===== src/rtl/trior_weak0_resolver_pkg.sv =====
// Shared constants and types for the trior/weak0 bus resolver.
package trior_pkg;

  localparam int unsigned CNT_W = 16;
  localparam logic [CNT_W-1:0] CNT_MAX = 16'hFFFF;

  typedef enum logic {
    WEAK0  = 1'b0,
    STRONG = 1'b1
  } strength_t;

  function automatic logic [CNT_W-1:0] sat_inc(input logic [CNT_W-1:0] v);
    return (v == CNT_MAX) ? v : v + CNT_W'(1);
  endfunction

endpackage


===== src/rtl/trior_weak0_resolver_if.sv =====
// Driver-side and consumer-side signals of the trior resolver.
interface trior_weak0_resolver_if #(
  parameter int unsigned NUM_DRV = 4,
  parameter int unsigned WIDTH   = 8
);
  import trior_pkg::*;

  logic                     in_valid;
  logic [NUM_DRV*WIDTH-1:0] drv_en;
  logic [NUM_DRV*WIDTH-1:0] drv_val;
  logic                     cnt_clr;
  logic                     out_valid;
  logic [WIDTH-1:0]         bus_q;
  logic [WIDTH-1:0]         strong_q;
  logic [WIDTH-1:0]         contention_q;
  logic [WIDTH-1:0]         contention_sticky;
  logic [CNT_W-1:0]         contention_cnt;

  modport master (
    output in_valid, drv_en, drv_val, cnt_clr,
    input  out_valid, bus_q, strong_q, contention_q, contention_sticky, contention_cnt
  );

  modport slave (
    input  in_valid, drv_en, drv_val, cnt_clr,
    output out_valid, bus_q, strong_q, contention_q, contention_sticky, contention_cnt
  );

endinterface


===== src/rtl/trior_weak0_resolver_bit_resolve.sv =====
// Single-bit trior resolution across all drivers; undriven bits fall to weak 0.
module trior_bit_resolve
  import trior_pkg::*;
#(
  parameter int unsigned NUM_DRV = 4
) (
  input  logic [NUM_DRV-1:0] i_en,
  input  logic [NUM_DRV-1:0] i_val,
  output logic               o_one,
  output logic               o_zero,
  output logic               o_value,
  output strength_t          o_strong,
  output logic               o_contention
);

  assign o_one        = |(i_en & i_val);
  assign o_zero       = |(i_en & ~i_val);
  // A driven 1 always wins; otherwise the bit is 0, driven or pulled.
  assign o_value      = o_one;
  assign o_strong     = (o_one | o_zero) ? STRONG : WEAK0;
  assign o_contention = o_one & o_zero;

endmodule


===== src/rtl/trior_weak0_resolver.sv =====
// Registered trior/weak0 resolver with per-bit contention flags, sticky bits and a
// saturating contention-cycle counter.
module trior_weak0_resolver
  import trior_pkg::*;
#(
  parameter int unsigned NUM_DRV = 4,
  parameter int unsigned WIDTH   = 8
) (
  input logic                    clk,
  input logic                    rst,
  trior_weak0_resolver_if.slave  bus
);

  logic [WIDTH-1:0] w_one;
  logic [WIDTH-1:0] w_zero;
  logic [WIDTH-1:0] w_value;
  logic [WIDTH-1:0] w_strong;
  logic [WIDTH-1:0] w_cont;
  logic             w_any_cont;

  for (genvar b = 0; b < WIDTH; b++) begin : g_bit
    logic [NUM_DRV-1:0] w_en;
    logic [NUM_DRV-1:0] w_val;
    strength_t          w_str;

    // Gather bit b of every driver's slice.
    for (genvar d = 0; d < NUM_DRV; d++) begin : g_drv
      assign w_en[d]  = bus.drv_en[d*WIDTH+b];
      assign w_val[d] = bus.drv_val[d*WIDTH+b];
    end

    trior_bit_resolve #(
      .NUM_DRV(NUM_DRV)
    ) u_resolve (
      .i_en        (w_en),
      .i_val       (w_val),
      .o_one       (w_one[b]),
      .o_zero      (w_zero[b]),
      .o_value     (w_value[b]),
      .o_strong    (w_str),
      .o_contention(w_cont[b])
    );

    assign w_strong[b] = (w_str == STRONG);
  end

  assign w_any_cont = |(w_one & w_zero);

  logic             r_out_valid;
  logic [WIDTH-1:0] r_bus;
  logic [WIDTH-1:0] r_strong;
  logic [WIDTH-1:0] r_cont;
  logic [WIDTH-1:0] r_sticky;
  logic [CNT_W-1:0] r_cnt;
  logic [WIDTH-1:0] w_sticky_d;
  logic [CNT_W-1:0] w_cnt_d;

  // A clear restarts accumulation from whatever the same-cycle sample contributes.
  always_comb begin
    w_sticky_d = r_sticky;
    w_cnt_d    = r_cnt;
    if (bus.cnt_clr) begin
      w_sticky_d = bus.in_valid ? w_cont : '0;
      w_cnt_d    = (bus.in_valid && w_any_cont) ? CNT_W'(1) : '0;
    end else if (bus.in_valid) begin
      w_sticky_d = r_sticky | w_cont;
      if (w_any_cont) begin
        w_cnt_d = sat_inc(r_cnt);
      end
    end
  end

  always_ff @(posedge clk) begin
    if (rst) begin
      r_out_valid <= 1'b0;
      r_bus       <= '0;
      r_strong    <= '0;
      r_cont      <= '0;
      r_sticky    <= '0;
      r_cnt       <= '0;
    end else begin
      r_out_valid <= bus.in_valid;
      if (bus.in_valid) begin
        r_bus    <= w_value;
        r_strong <= w_strong;
        r_cont   <= w_cont;
      end
      r_sticky <= w_sticky_d;
      r_cnt    <= w_cnt_d;
    end
  end

  assign bus.out_valid         = r_out_valid;
  assign bus.bus_q             = r_bus;
  assign bus.strong_q          = r_strong;
  assign bus.contention_q      = r_cont;
  assign bus.contention_sticky = r_sticky;
  assign bus.contention_cnt    = r_cnt;

endmodule


===== src/flat_wrapper.sv =====
// flat-port wrapper written by rule: the top's interface ports become plain ports
module trior_weak0_resolver_flat import trior_pkg::*;
#(
  parameter int unsigned NUM_DRV = 4,
  parameter int unsigned WIDTH   = 8
)
  (clk, rst, bus_in_valid, bus_drv_en, bus_drv_val, bus_cnt_clr, bus_out_valid, bus_bus_q, bus_strong_q, bus_contention_q, bus_contention_sticky, bus_contention_cnt);
  trior_weak0_resolver_if #(.NUM_DRV(NUM_DRV), .WIDTH(WIDTH)) bus_i ();
  input logic clk;
  input logic rst;
  input wire logic [$bits(bus_i.in_valid)-1:0] bus_in_valid;
  input wire logic [$bits(bus_i.drv_en)-1:0] bus_drv_en;
  input wire logic [$bits(bus_i.drv_val)-1:0] bus_drv_val;
  input wire logic [$bits(bus_i.cnt_clr)-1:0] bus_cnt_clr;
  output wire logic [$bits(bus_i.out_valid)-1:0] bus_out_valid;
  output wire logic [$bits(bus_i.bus_q)-1:0] bus_bus_q;
  output wire logic [$bits(bus_i.strong_q)-1:0] bus_strong_q;
  output wire logic [$bits(bus_i.contention_q)-1:0] bus_contention_q;
  output wire logic [$bits(bus_i.contention_sticky)-1:0] bus_contention_sticky;
  output wire logic [$bits(bus_i.contention_cnt)-1:0] bus_contention_cnt;
  assign bus_i.in_valid = bus_in_valid;
  assign bus_i.drv_en = bus_drv_en;
  assign bus_i.drv_val = bus_drv_val;
  assign bus_i.cnt_clr = bus_cnt_clr;
  assign bus_out_valid = bus_i.out_valid;
  assign bus_bus_q = bus_i.bus_q;
  assign bus_strong_q = bus_i.strong_q;
  assign bus_contention_q = bus_i.contention_q;
  assign bus_contention_sticky = bus_i.contention_sticky;
  assign bus_contention_cnt = bus_i.contention_cnt;
  trior_weak0_resolver #(.NUM_DRV(NUM_DRV), .WIDTH(WIDTH)) u_core (.clk(clk), .rst(rst), .bus(bus_i));
endmodule

===== config.mk =====
export PLATFORM = sky130hd
export DESIGN_NAME = trior_weak0_resolver_flat
export DESIGN_NICKNAME = d
export VERILOG_FILES = /design/src/rtl/trior_weak0_resolver_pkg.sv /design/src/rtl/trior_weak0_resolver_if.sv /design/src/rtl/trior_weak0_resolver_bit_resolve.sv /design/src/rtl/trior_weak0_resolver.sv /design/src/flat_wrapper.sv
export SDC_FILE = /design/constraint.sdc
export NUM_CORES = 1
export LEC_CHECK = 0
export BUFFER_PORTS_ARGS = -buffer_cell sky130_fd_sc_hd__buf_2
export CORE_MARGIN = 8
export CORE_UTILIZATION = 47
export DETAILED_ROUTE_END_ITERATION = 16
export PLACE_DENSITY = 0.83
export SYNTH_ARGS = -nofsm -noshare
export SYNTH_HDL_FRONTEND = slang
export SYNTH_SLANG_ARGS = --single-unit

===== constraint.sdc =====
create_clock -name clk -period 2.55 [get_ports clk]
set_input_delay 0.3825 -clock clk [delete_from_list [all_inputs] [get_ports clk]]
set_output_delay 0.3825 -clock clk [all_outputs]
set_load 0.02 [all_outputs]

==> results of run 1 <==
kinds of logic after synthesis:
| kind of cell | Yosys count |
|---|---|
| AND/OR/NAND/NOR | 141 |
| AO/OA/AOI/OAI | 93 |
| flip-flops | 49 |
| buffers and inverters | 18 |
| XOR/XNOR | 2 |
| adder cells (fa/ha/maj) | 1 |
through the flow:
step | power [W] | cell area [µm²] | instances
2_1_floorplan | 0.001056 | 2560 | 304
3_3_place_gp | 0.001205 | 3189 | 482
3_5_place_dp | 0.001214 | 3189 | 482
4_1_cts | 0.001781 | 3306 | 490
5_1_grt | 0.001862 | 3306 | 490
6_report | 0.001779 | 3306 | 490
layout by cell type, fill, tap and decap left out, types with 2 or more instances in the layout:
master    Yosys  layout
buf_2         0     116
or3_1         5       5
a21oi_2       7       7
nor3b_2       2       2
and4_1        4       4
or4_1         3       3
a311oi_1      8       8
and3_1        5       5
nand2_1      26      26
o21ai_1       8       8
nand3_1       9       9
nor2_1       34      34
xnor2_1       2       2
nand2b_1     25      25
a21oi_1      13      13
nor3b_1       6       6
inv_1         3       3
nor3_1        8       8
a31oi_1       8       8
a222oi_1     16      16
clkbuf_8      0       6
nor4_1        8       8
o21ai_0       8       8
dfxtp_1      49      49
a31o_2        3       3
buf_4         1       5
a211oi_1     18      18
worst max-delay path: cells and delay by family (launching register included):
family / cells / cell delay, ns
simple gates: 5 / 0.98
compound gates: 2 / 0.76
flops: 1 / 0.37
fa+ha+maj: 1 / 0.24
power by group:
part / switching (W) / total (W) / internal, W / leakage (nW)
Combinational: 0.000219 / 0.000363 / 0.000144 / 0.967
Sequential: 0.0000232 / 0.000832 / 0.000809 / 0.404
Clock: 0.000264 / 0.000584 / 0.000320 / 0.0585
routing by layer:
metal,up-vias,GRT usage,wire length [µm]
li1,1393,-,-
met1,1313,0.2086,3136
met2,100,0.2896,3503
met3,6,0.07066,629
met4,0,0.03385,44
met5,-,0,0
layout make-up:
type	count	area share
Multi-Input combinational cell	237	0.4504
Sequential cell	49	0.2967
Timing Repair Buffer	121	0.1870
Tap cell	72	0.02725
Clock buffer	7	0.02612
Clock inverter	1	0.009084
Inverter	3	0.003407
registers in the layout, summed over array words and instances (netlist names):
name                          cells
u_core.bus.contention_cnt        16
u_core.bus.bus_q                  8
u_core.bus.contention_q           8
u_core.bus.contention_sticky      8
u_core.bus.strong_q               8
u_core.bus.out_valid              1
worst max path at each step:
stage | from | end
finish | u_core.bus.contention_cnt[1] | u_core.bus.contention_cnt[15]
global route | u_core.bus.contention_cnt[1] | u_core.bus.contention_cnt[15]
CTS | u_core.bus.contention_cnt[1] | u_core.bus.contention_cnt[15]
detailed placement | bus_drv_en[3] | u_core.bus.contention_cnt[14]
global placement | bus_drv_en[3] | u_core.bus.contention_cnt[11]
floorplan | u_core.bus.contention_cnt[0] | u_core.bus.contention_cnt[6]
==> results_dict.tcl, run 1 <==
set metrics [dict create \
    timing.hold.ws_ns 0.3836 \
    synth.most_common_cell "dfxtp_1" \
    cp_slowest_cell "a2111oi_1" \
    synthSimpleGateAreaFrac 0.3011 \
    place.gp.congestion 0.8479 \
    cts_buffers 5 \
    hp-class "input port to register" \
    cts_tree "yes" \
    design.core.area_um2 5371 \
    skew_ns 0.002904 \
    num_vias 2812 \
    cap_violations 0 \
    final_max_slew_viol_count 0 \
    synthTopCellsByArea "dfxtp_1 38%, a222oi_1 6.3%, nand2b_1 6.1%, a211oi_1 5.3%, nor2_1 5.0%" \
    synth_top_family_by_area "simple AND/OR/NAND/NOR gates" \
    cts.clk_slew.worst_paths_ns 0.09 \
    core.rowCount 27 \
    holdPathEnd "u_core.bus.bus_q[5]" \
    cts.sinks 49 \
    post-route-min-period_ns 2.412 \
    finalSetupViolCount 0 \
    first_iter_violations 183 \
    synth.avg_cell_area_um2 8.421 \
    synthAdderAreaFrac 0.004888 \
    dieWidth_um 89.80 \
    yosysUniqueCellTypes 39 \
    final_nets 486 \
    grt_pass1_vias 2690 \
    slew_headroom 0.5696 \
    port_buffers 116 \
    cts_resized 0 \
    fmax_mhz 414.5 \
    hold_viol 0 \
    whs_path_depth 3 \
    worstHoldStart "bus_drv_val[13]" \
    overflow 0 \
    diodes 0 \
    syn_inst 304 \
    power_leakage_nw 1.429 \
    endpoint_kind "register" \
    synth_seq_cells 49 \
    hpwl_mm 5.826 \
    rr_startpoint "u_core.bus.contention_cnt[1]" \
    area.sequential_um2 980.9 \
    first_pass_iters 5 \
    die-area_um2 8064 \
    ys_async_sr_fraction 0 \
    clockBufferDepth 2 \
    rsz0062_at_grt "false" \
    cts_setup_buffers 0 \
    die-height_um 89.80 \
    syn-num-nets 373 \
    setup_tns_ns 0 \
    wire_per_inst_um 14.93 \
    r2r-end "u_core.bus.contention_cnt[15]" \
    htree_levels 2 \
    synth_area_leader_cell "dfxtp_1" \
    status "finished, final reports clean" \
    yosysSeqAreaShare 0.3832 \
    multi_input_area_um2 1489 \
    grt_max_degree 51 \
    drc 0 \
    start_util 0.4766 \
    clk_latency_ns 0.30 \
    grt_pass1_wl_mm 12.25 \
    arrival_ns 2.64 \
    synthFlopType "dfxtp_1" \
    crit_required_ns 2.78 \
    synth_compound_area_frac 0.2688 \
    postCtsHoldBufs 0 \
    synthMuxAreaShare 0 \
    path_cells "ha_1, and4_1, and3_4, and3_1, nand2b_4, a2111oi_1, nand3_1, a21oi_1" \
    synth-edff-count 0 \
    start_kind "register" \
    synth_top_area_share 0.3832 \
    ant_nets 0 \
    min_period_over_period 0.9461 \
    max-vdd-ir-drop_v 0.0002948 \
    crit_path_max_incr_delay_ns 0.58 \
    netlist_top_cells_count "49 x dfxtp_1, 34 x nor2_1, 26 x nand2_1, 25 x nand2b_1, 18 x a211oi_1" \
    post-place-ws_ns 0.1280 \
    syn_area_um2 2560 \
    pin_count 117 \
    layout_setup_ws_ns 0.1375 \
    r2r_cells 8 \
    yosys_warnings 0 \
    worst_pin_slew_ns 0.6439 \
    r2r_setup_slack_ns 0.14 \
    fillers 487 \
    antenna_found_initial 0 \
    wl_mm 7.314 \
    drive_above_1_share 0.3469 \
    cts-root-buf "clkbuf_8" \
    crit_fanout 6 \
    postLayoutCoreUtil 0.6154 \
    power.density_nw_per_um2 538.2 \
    synthToLayoutAreaGrowth_pct 29.13 \
    worstSetupPathType "register to register" \
    track_usage 0.1753 \
    vias_per_cell 5.739 \
    synth-xor-area-share 0.006843 \
]
(Power assumes the default switching activity.)
==> run 2, diff against run 1 <==
--- a/config.mk
+++ b/config.mk
@@ -5,11 +5,13 @@
 export SDC_FILE = /design/constraint.sdc
 export NUM_CORES = 1
 export LEC_CHECK = 0
+export ABC_AREA = 1
 export BUFFER_PORTS_ARGS = -buffer_cell sky130_fd_sc_hd__buf_2
 export CORE_MARGIN = 8
-export CORE_UTILIZATION = 47
+export CORE_UTILIZATION = 48
 export DETAILED_ROUTE_END_ITERATION = 16
 export PLACE_DENSITY = 0.83
 export SYNTH_ARGS = -nofsm -noshare
 export SYNTH_HDL_FRONTEND = slang
 export SYNTH_SLANG_ARGS = --single-unit
+export TNS_END_PERCENT = 10
==> run 2 against run 1 <==
- combinational power is 5% lower
- clock power decreased by 21%
- via count increased by 13%
- worst hold slack improved by 0.070 ns
- clock-buffer cell count down 1
- sequential share of layout area down 1.6 points
- utilization rose by 1.5 points
==> results_dict.tcl, run 2 <==
set metrics [dict create \
    rsz0062_at_grt "false" \
    r2r_setup_slack_ns 0.56 \
    slew_headroom 0.6648 \
    netlist_top_cells_count "143 x nand2_1, 67 x inv_1, 49 x dfxtp_1, 43 x nor2_1, 35 x nand4_1" \
    hp-class "register to register" \
    yosysSeqAreaShare 0.3541 \
    syn-num-nets 515 \
    postPlaceCellArea_um2 3408 \
    final_nets 629 \
    cts.clk_slew.worst_paths_ns 0.10 \
    cts_tree "yes" \
    synthFlopType "dfxtp_1" \
    max-vdd-ir-drop_v 0.0002723 \
    grt_pass1_wl_mm 13.90 \
    overflow 0 \
    finalSetupViolCount 0 \
    start_kind "register" \
    power_w 0.001635 \
    layout_common_cells "143 x nand2_1, 116 x buf_2, 67 x inv_1" \
    first_iter_violations 207 \
    timing.hold.ws_ns 0.4531 \
    clk_latency_ns 0.30 \
    largest_reg_flops 16 \
    htree_levels 2 \
    syn_area_um2 2770 \
    status "finished, final reports clean" \
    design.core.area_um2 5540 \
    place.gp.congestion 0.8756 \
    drc 0 \
    finalNonFillerCells 633 \
    power_leakage_nw 1.901 \
    clockBufferDepth 2 \
    seq_power_share 0.507 \
    core.rowCount 27 \
    cts_resized 0 \
    fmax_mhz 502.4 \
    synth-edff-count 0 \
    hold_viol 0 \
    sw_frac_of_total 0.3111 \
    postCtsHoldBufs 0 \
    ant_nets 0 \
    first_pass_iters 4 \
    synth_top_area_share 0.3541 \
    start_util 0.5000 \
    endpoint_kind "register" \
    port_buffers 116 \
    num_vias 3189 \
    crit_required_ns 2.79 \
    p_comb_frac 0.211 \
    synth.most_common_cell "nand2_1" \
    min_period_over_period 0.7806 \
    track_usage 0.1926 \
    wire_per_inst_um 13.06 \
    wl_mm 8.267 \
    syn_inst 446 \
    cts-root-buf "clkbuf_8" \
    diodes 0 \
    grt_pass1_vias 3268 \
    die-area_um2 8458 \
    cts_setup_buffers 0 \
    hpwl_mm 6.601 \
    switching_power_w 0.0005088 \
    grt_max_degree 26 \
    worst_pin_slew_ns 0.5009 \
    final_max_slew_viol_count 0 \
    dp_cells 625 \
    power.density_nw_per_um2 468.0 \
    cap_violations 0 \
    dieWidth_um 91.97 \
    fin_area_um2 3495 \
    mostFrequentLayoutCell "nand2_1" \
    pwr-share-clk 0.282 \
    pin_count 117 \
    die-height_um 91.97 \
    setup_tns_ns 0 \
    crit_fanout 13 \
    synth_seq_cells 49 \
    cts.sinks 49 \
    synth_area_leader_cell "dfxtp_1" \
    yosys_warnings 0 \
    cts_buffers 5 \
    drive_above_1_share 0.2674 \
    skew_ns 0.007099 \
    p_int_w 0.001127 \
    synthToLayoutAreaGrowth_pct 26.15 \
    vias_per_cell 5.038 \
    arrival_ns 2.23 \
    worstSetupPathType "register to register" \
    ys_async_sr_fraction 0 \
    antenna_found_initial 0 \
    yosysUniqueCellTypes 28 \
    post-route-min-period_ns 1.990 \
    synth.avg_cell_area_um2 6.211 \
    synthTopCellsByArea "dfxtp_1 35%, nand2_1 19%, inv_1 9.1%, nand4_1 7.9%, nor2_1 5.8%" \
]
==> run 2: changes by cell type in the layout (fill, tap and decap cells not counted), sizes merged, moves of 7 or more <==
cell	before	now
nand2b	26	0
inv	3	77
nor3b	8	0
a31oi	8	1
nand4	1	36
a222oi	16	0
o21ai	16	24
nand3	9	18
nor2	34	44
a211oi	18	0
nand2	26	146
a311oi	8	0
==> run 2: cell type report <==
class	count	area, µm²
Sequential cell	49	980.9
Timing Repair Buffer	119	603.1
Clock inverter	2	13.76
Inverter	78	292.8
Fill cell	540	2046
Multi-Input combinational cell	307	1441
Tap cell	72	90.09
Clock buffer	6	72.57
==> run 2: cells by family after synthesis <==
kind of cell             Yosys count  synth area share
flip-flops                        49            0.3541
buffers and inverters             90            0.1256
AND/OR/NAND/NOR                  253            0.4079
XOR/XNOR                           2          0.006325
AO/OA/AOI/OAI                     51            0.1016
adder cells (fa/ha/maj)            1          0.004516
==> run 2: power by group through the flow <==
stage	logic, W	registers, W	clock network, W
2_1_floorplan	0.000144	0.000898	0
4_1_cts	0.000348	0.000828	0.000463
3_5_place_dp	0.000347	0.000846	0
3_3_place_gp	0.000337	0.000844	0
5_1_grt	0.000386	0.000835	0.000497
6_report	0.000345	0.000829	0.000461
==> run 2: final timing paths <==
kind                                                       from                               to  cells after the start
worst max register to register     u_core.bus.contention_cnt[0]     u_core.bus.contention_cnt[4]                      9
worst max-delay path               u_core.bus.contention_cnt[0]     u_core.bus.contention_cnt[4]                      9
worst min register to register  u_core.bus.contention_sticky[7]  u_core.bus.contention_sticky[7]                      2
worst min-delay path            u_core.bus.contention_sticky[7]  u_core.bus.contention_sticky[7]                      2
==> run 2: through the flow <==
stage,setup slack (ns),util
finish,0.5595,0.6308
floorplan,0.8375,-
detailed placement,0.4905,0.6152
CTS,0.5814,0.6308
global placement,0.5653,0.6152
global route,0.3577,0.6308
==> run 2: metal layers <==
layer / global-route usage / vias to the layer above / wire, µm
li1: - / 1645 / -
met1: 0.2071 / 1415 / 3340
met2: 0.3570 / 120 / 4089
met3: 0.05460 / 9 / 740
met4: 0.05235 / 0 / 97
met5: 0 / - / 0
==> run 2: worst max-delay path, cell delays in order (launching register included) <==
cell and delay (ns):
dfxtp_1 0.42, ha_1 0.19, nand2_1 0.09, nor2_2 0.26
nand2_2 0.12, nor3_4 0.15, nand2_2 0.21, nand3_2 0.24
o21ai_1 0.12, nor2_1 0.13
